[src/rtl/rf_pkg.sv]
// Shared defaults and data types for the bypassed multi-port register file.
package rf_pkg;

    localparam int unsigned RF_DATA_WIDTH    = 32;
    localparam int unsigned RF_ADDRESS_WIDTH = 5;
    localparam int unsigned RF_NUM_REGS      = 32;
    localparam int unsigned RF_NUM_RD_PORTS  = 2;

    typedef logic [RF_ADDRESS_WIDTH-1:0] rf_addr_t;
    typedef logic [RF_DATA_WIDTH-1:0]    rf_data_t;

endpackage

[src/rtl/rf_scoreboard.sv]
// Pending-write scoreboard: one busy bit per register, set on reserve, cleared on
// writeback or flush, with a registered write-after-write reserve warning.
module rf_scoreboard
    import rf_pkg::*;
#(
    parameter int unsigned ADDRESS_WIDTH = RF_ADDRESS_WIDTH,
    parameter int unsigned NUM_REGS      = RF_NUM_REGS,
    parameter int unsigned ZERO_REG      = 1
) (
    input  logic                     clk,
    input  logic                     rst,
    input  logic                     wr_eff,
    input  logic [ADDRESS_WIDTH-1:0] wr_addr,
    input  logic                     rsv_en,
    input  logic [ADDRESS_WIDTH-1:0] rsv_addr,
    input  logic                     sb_flush,
    output logic [NUM_REGS-1:0]      busy,
    output logic                     err_waw
);

    localparam logic [ADDRESS_WIDTH:0] LP_LIMIT = (ADDRESS_WIDTH+1)'(NUM_REGS);

    logic [NUM_REGS-1:0] r_busy;
    logic                r_err;
    logic [NUM_REGS-1:0] w_busy_next;
    logic                w_rsv_eff;
    logic                w_waw_hit;

    assign w_rsv_eff = rsv_en && ({1'b0, rsv_addr} < LP_LIMIT)
                       && !((ZERO_REG != 0) && (rsv_addr == '0));

    // A bit already pending and not released by this cycle's write or flush.
    assign w_waw_hit = w_rsv_eff && r_busy[rsv_addr] && !sb_flush
                       && !(wr_eff && (wr_addr == rsv_addr));

    // Clear first (flush or writeback), then reserve, so a same-cycle reserve wins.
    always_comb begin
        w_busy_next = r_busy;
        if (sb_flush) begin
            w_busy_next = '0;
        end else if (wr_eff) begin
            w_busy_next[wr_addr] = 1'b0;
        end
        if (w_rsv_eff) begin
            w_busy_next[rsv_addr] = 1'b1;
        end
        if (ZERO_REG != 0) begin
            w_busy_next[0] = 1'b0;
        end
    end

    always_ff @(posedge clk) begin
        if (rst) begin
            r_busy <= '0;
            r_err  <= 1'b0;
        end else begin
            r_busy <= w_busy_next;
            r_err  <= w_waw_hit;
        end
    end

    assign busy    = r_busy;
    assign err_waw = r_err;

endmodule

[src/rtl/rf_multiport_sb.sv]
// Posedge register file with N combinational read ports, write-to-read bypass,
// optional hardwired x0, pending-write scoreboard and a registered write trace.
module rf_multiport_sb
    import rf_pkg::*;
#(
    parameter int unsigned DATA_WIDTH    = RF_DATA_WIDTH,
    parameter int unsigned ADDRESS_WIDTH = RF_ADDRESS_WIDTH,
    parameter int unsigned NUM_REGS      = RF_NUM_REGS,
    parameter int unsigned NUM_RD_PORTS  = RF_NUM_RD_PORTS,
    parameter int unsigned ZERO_REG      = 1,
    parameter int unsigned BYPASS        = 1
) (
    input  logic                     clk,
    input  logic                     rst,
    input  logic                     wr_en,
    input  logic [ADDRESS_WIDTH-1:0] wr_addr,
    input  logic [DATA_WIDTH-1:0]    wr_data,
    input  logic [ADDRESS_WIDTH-1:0] rd_addr [NUM_RD_PORTS],
    output logic [DATA_WIDTH-1:0]    rd_data [NUM_RD_PORTS],
    output logic [NUM_RD_PORTS-1:0]  rd_busy,
    input  logic                     rsv_en,
    input  logic [ADDRESS_WIDTH-1:0] rsv_addr,
    input  logic                     sb_flush,
    output logic                     trc_valid,
    output logic [ADDRESS_WIDTH-1:0] trc_addr,
    output logic [DATA_WIDTH-1:0]    trc_data,
    output logic                     err_waw
);

    localparam logic [ADDRESS_WIDTH:0] LP_LIMIT = (ADDRESS_WIDTH+1)'(NUM_REGS);

    logic [DATA_WIDTH-1:0]    r_regs [NUM_REGS];
    logic                     r_trc_valid;
    logic [ADDRESS_WIDTH-1:0] r_trc_addr;
    logic [DATA_WIDTH-1:0]    r_trc_data;
    logic                     w_wr_eff;
    logic [NUM_REGS-1:0]      w_busy;

    assign w_wr_eff = wr_en && ({1'b0, wr_addr} < LP_LIMIT)
                      && !((ZERO_REG != 0) && (wr_addr == '0));

    rf_scoreboard #(
        .ADDRESS_WIDTH (ADDRESS_WIDTH),
        .NUM_REGS      (NUM_REGS),
        .ZERO_REG      (ZERO_REG)
    ) u_sb (
        .clk      (clk),
        .rst      (rst),
        .wr_eff   (w_wr_eff),
        .wr_addr  (wr_addr),
        .rsv_en   (rsv_en),
        .rsv_addr (rsv_addr),
        .sb_flush (sb_flush),
        .busy     (w_busy),
        .err_waw  (err_waw)
    );

    always_ff @(posedge clk) begin
        if (rst) begin
            for (int unsigned i = 0; i < NUM_REGS; i++) begin
                r_regs[i] <= '0;
            end
        end else if (w_wr_eff) begin
            r_regs[wr_addr] <= wr_data;
        end
    end

    always_ff @(posedge clk) begin
        if (rst) begin
            r_trc_valid <= 1'b0;
            r_trc_addr  <= '0;
            r_trc_data  <= '0;
        end else begin
            r_trc_valid <= w_wr_eff;
            if (w_wr_eff) begin
                r_trc_addr <= wr_addr;
                r_trc_data <= wr_data;
            end
        end
    end

    assign trc_valid = r_trc_valid;
    assign trc_addr  = r_trc_addr;
    assign trc_data  = r_trc_data;

    for (genvar gp = 0; gp < NUM_RD_PORTS; gp++) begin : g_rd
        logic w_valid;
        logic w_hit;

        assign w_valid = ({1'b0, rd_addr[gp]} < LP_LIMIT)
                         && !((ZERO_REG != 0) && (rd_addr[gp] == '0));
        assign w_hit   = w_wr_eff && (wr_addr == rd_addr[gp]);

        always_comb begin
            rd_data[gp] = '0;
            rd_busy[gp] = 1'b0;
            if (w_valid) begin
                if ((BYPASS != 0) && w_hit) begin
                    rd_data[gp] = wr_data;
                end else begin
                    rd_data[gp] = r_regs[rd_addr[gp]];
                end
                // The writeback landing this cycle releases the hazard immediately.
                rd_busy[gp] = w_busy[rd_addr[gp]] && !w_hit;
            end
        end
    end

endmodule

[config.mk]
export PLATFORM = sky130hd
export DESIGN_NAME = rf_multiport_sb
export DESIGN_NICKNAME = d
export VERILOG_FILES = /design/src/rtl/rf_pkg.sv /design/src/rtl/rf_scoreboard.sv /design/src/rtl/rf_multiport_sb.sv
export SDC_FILE = /design/constraint.sdc
export NUM_CORES = 2
export LEC_CHECK = 0
export BUFFER_PORTS_ARGS = -buffer_cell sky130_fd_sc_hd__clkbuf_2
export CAP_MARGIN = 25
export CELL_PAD_IN_SITES_DETAIL_PLACEMENT = 0
export CELL_PAD_IN_SITES_GLOBAL_PLACEMENT = 1
export CORE_ASPECT_RATIO = 1.2
export CORE_MARGIN = 2
export CORE_UTILIZATION = 57
export CTS_CLUSTER_DIAMETER = 150
export DETAILED_ROUTE_END_ITERATION = 8
export PLACE_DENSITY = 0.94
export SLEW_MARGIN = 20
export SYNTH_ARGS = -nofsm -noshare
export SYNTH_HDL_FRONTEND = slang
export SYNTH_HIERARCHICAL = 1
export SYNTH_SLANG_ARGS = --single-unit
[constraint.sdc]
create_clock -name clk -period 4.48 [get_ports clk]
set_input_delay 0.672 -clock clk [delete_from_list [all_inputs] [get_ports clk]]
set_output_delay 0.672 -clock clk [all_outputs]
set_load 0.005 [all_outputs]
==> impl_metrics.ini <==
[timing]
final.setup_skew_ns = 0.0196
tns_ns = 0
maxSlewViolCount = 0
period_share = 0.947
slew_headroom = 0.379
fin_ws_ns = 0.235
tightest_slew_ns = 0.931
fmax_ghz = 0.236
grt_setup_unrepaired = no
hold_viol = 0
final.min_clock_period_ns = 4.24
setup_viol = 0

[floorplanning]
initial_core_util = 0.574
pin_count = 162
std_cell_rows = 129
die_h_um = 356
core_area_um2 = 103000
fp.dieArea_um2 = 106000
fp.dieW_um = 298

[place]
dp_slack_ns = 0.416
port_buffers = 161
gp_congestion = 0.913
dpl.hpwl_mm = 114

[grt]
track_usage = 0.364
grt_pass1_vias = 41198
grt_first_pass_wirelength_mm = 278
antenna_found_initial = 6
grt_max_degree = 90
grt_overflow = 0

[cts]
post_cts_resized = 0
cts-hold-fix-buffers = 0
cts_tree = done
worstSkewPairLatency_ns = 0.69
clock-sinks = 1094
cts.htree.levels = 3
clk_pin_slew_ns = 0.06
cts-root-buf = clkbuf_16
cts_setup_buffers = 0
numCtsBuffers = 112
clock_path_buffers = 3

[synthesis]
synth_top_area_cell = edfxtp_1
ys_seq_area_frac = 0.545
syn_area_um2 = 59000
synth_cell_types = 66
async_reset_ff_frac = 0
syn-instance-count = 4222
ys_ff_latch = 1094
synth_edf_count = 1024
yosysTopAreaCellShare = 0.521
synthTopCellsByArea = edfxtp_1, mux4_2, and2_1, mux2i_1, dfxtp_1
ys_warn_count = 6
synth_area_per_cell_um2 = 14.0
synth_ff_type = edfxtp_1

[power_and_ir_drop]
ir_drop_mv = 0.389
p_per_area_nw_per_um2 = 370
p_leak_nw = 23.2

[routing]
dr.pass1.iters = 7
avgRoutedWirePerCell_um = 34.0
drc = 0
wirelength_mm = 195
ant_nets = 0
drt_iter0_markers = 6699
vias = 41176
vias_per_cell = 7.18

[worst_setup_path]
ff2ff_path_depth = 5
worstSetupEndpoint = rd_data[33]
r2r_setup_slack_ns = 3.15
critPathLaunchType = primary input
crit_type = primary input to output pin
r2r-start = u_sb/busy[21]
critical_path.max_fanout = 22
cp-end-kind = output pin
worstPathArrival_ns = 3.57
required_ns = 3.81
crit_start = wr_addr[4]
r2r_end = u_sb/err_waw

[worst_hold_path]
holdCritPathClass = primary input to flop

[outcome]
status = complete, no violations

[final_layout]
fillers = 7313
layout_common_cells = edfxtp_1, and2_1, mux4_2, mux2i_1, nand2_1
nets = 4321
drive_gt1_frac = 0.239
syn2layout_area_growth_pct = 10.8
final_common_cell = edfxtp_1

[flow_run]
max-cap-violations = 0
cells in the mapped netlist (3+ instances only):
cell and number:
mux4_2 407, buf_1 10, a21oi_1 115, o221ai_1 31, a211oi_1 64, nor3_1 24
mux2_2 47, nand3_1 10, nor4_1 4, nor3b_2 5, and3_1 4, nand2b_1 13
nor2_1 47, edfxtp_1 1024, a221o_1 43, dfxtp_1 70, a22oi_1 48, buf_6 28
or2_2 32, nor3b_1 17, clkbuf_1 321, xor2_1 7, o22ai_1 33, o21ai_0 12
xnor2_1 8, mux4_1 3, o21ai_1 17, a221oi_1 48, and3b_1 3, nand3b_1 13
a32o_1 56, mux2i_1 288, nand2_1 216, nor2b_1 26, and2_1 993, buf_4 21
buf_2 70, o21bai_1 9
cell type report:
| class | count | area [um2] | share of cell area |
|---|---|---|---|
| Tap cell | 1375 | 1720 | 0.0263 |
| Inverter | 3 | 11.3 | 0.000172 |
| Antenna cell | 8 | 20.0 | 0.000306 |
| Sequential cell | 1094 | 32200 | 0.492 |
| Clock buffer | 138 | 2940 | 0.0450 |
| Timing Repair Buffer | 348 | 2870 | 0.0439 |
| Clock inverter | 64 | 529 | 0.00809 |
| Multi-Input combinational cell | 2705 | 25100 | 0.384 |
logic make-up (layout without fill, tap and decap cells):
| group | after synthesis | after routing | synth area share |
|---|---|---|---|
| mux | 746 | 746 | 0.215 |
| simple gates | 1422 | 1422 | 0.141 |
| flops | 1094 | 1094 | 0.545 |
| compound gates | 489 | 489 | 0.0617 |
| other cells | 2 | 41 | 0.000127 |
| buf+inv | 454 | 553 | 0.0353 |
| xor+xnor | 15 | 15 | 0.00223 |
worst min-delay path by stage:
stage,to,depth (start not counted),slack (ns),start
final,u_sb/err_waw,3,0.32,rsv_en
after floorplan,trc_addr[3],2,0.45,trc_addr[3]
after global routing,u_sb/err_waw,3,0.33,rsv_en
after CTS,u_sb/err_waw,3,0.30,rsv_en
after global placement,trc_data[29],2,0.44,trc_data[29]
after detailed placement,trc_data[8],2,0.45,trc_data[8]
sequential cells by signal (all words and copies together) (netlist names):
name	cells
r_regs	1024
trc_addr	5
trc_data	32
trc_valid	1
u_sb/busy	31
u_sb/err_waw	1
per-stage QoR:
step / utilization / hold WS (ns) / area [um2] / cells / power [mW]
5_1_grt: 0.636 / 0.335 / 65400 / 5728 / 24.7
3_5_place_dp: 0.602 / 0.446 / 61900 / 5523 / 15.2
4_1_cts: 0.635 / 0.299 / 65300 / 5725 / 24.1
3_3_place_gp: 0.602 / 0.441 / 61900 / 5523 / 15.1
6_report: 0.636 / 0.322 / 65400 / 5735 / 24.2
2_1_floorplan: - / 0.453 / 59100 / 4253 / 14.0
where the power goes:
group          total, mW  internal, mW  switching, mW
sequential          12.0          11.7          0.293
combinational       3.13          1.28           1.85
clock               9.08          5.09           3.99
per-layer routing:
metal  GRT usage  share of wire  up-vias
li1            -              -    16187
met1       0.449           0.33    20447
met2       0.569           0.46     3643
met3       0.102           0.14      893
met4       0.234          0.073        6
met5     0.00573        0.00062        -
worst max-delay path, cell delays in order:
cell	delay, ns
clkbuf_2	0.09
or3_1	0.62
o31ai_4	0.29
buf_4	0.36
nor4_4	0.11
a21oi_4	0.44
buf_12	0.32
a32o_1	0.43
clkbuf_2	0.22
Note: power is estimated with default switching activity, not from simulation.
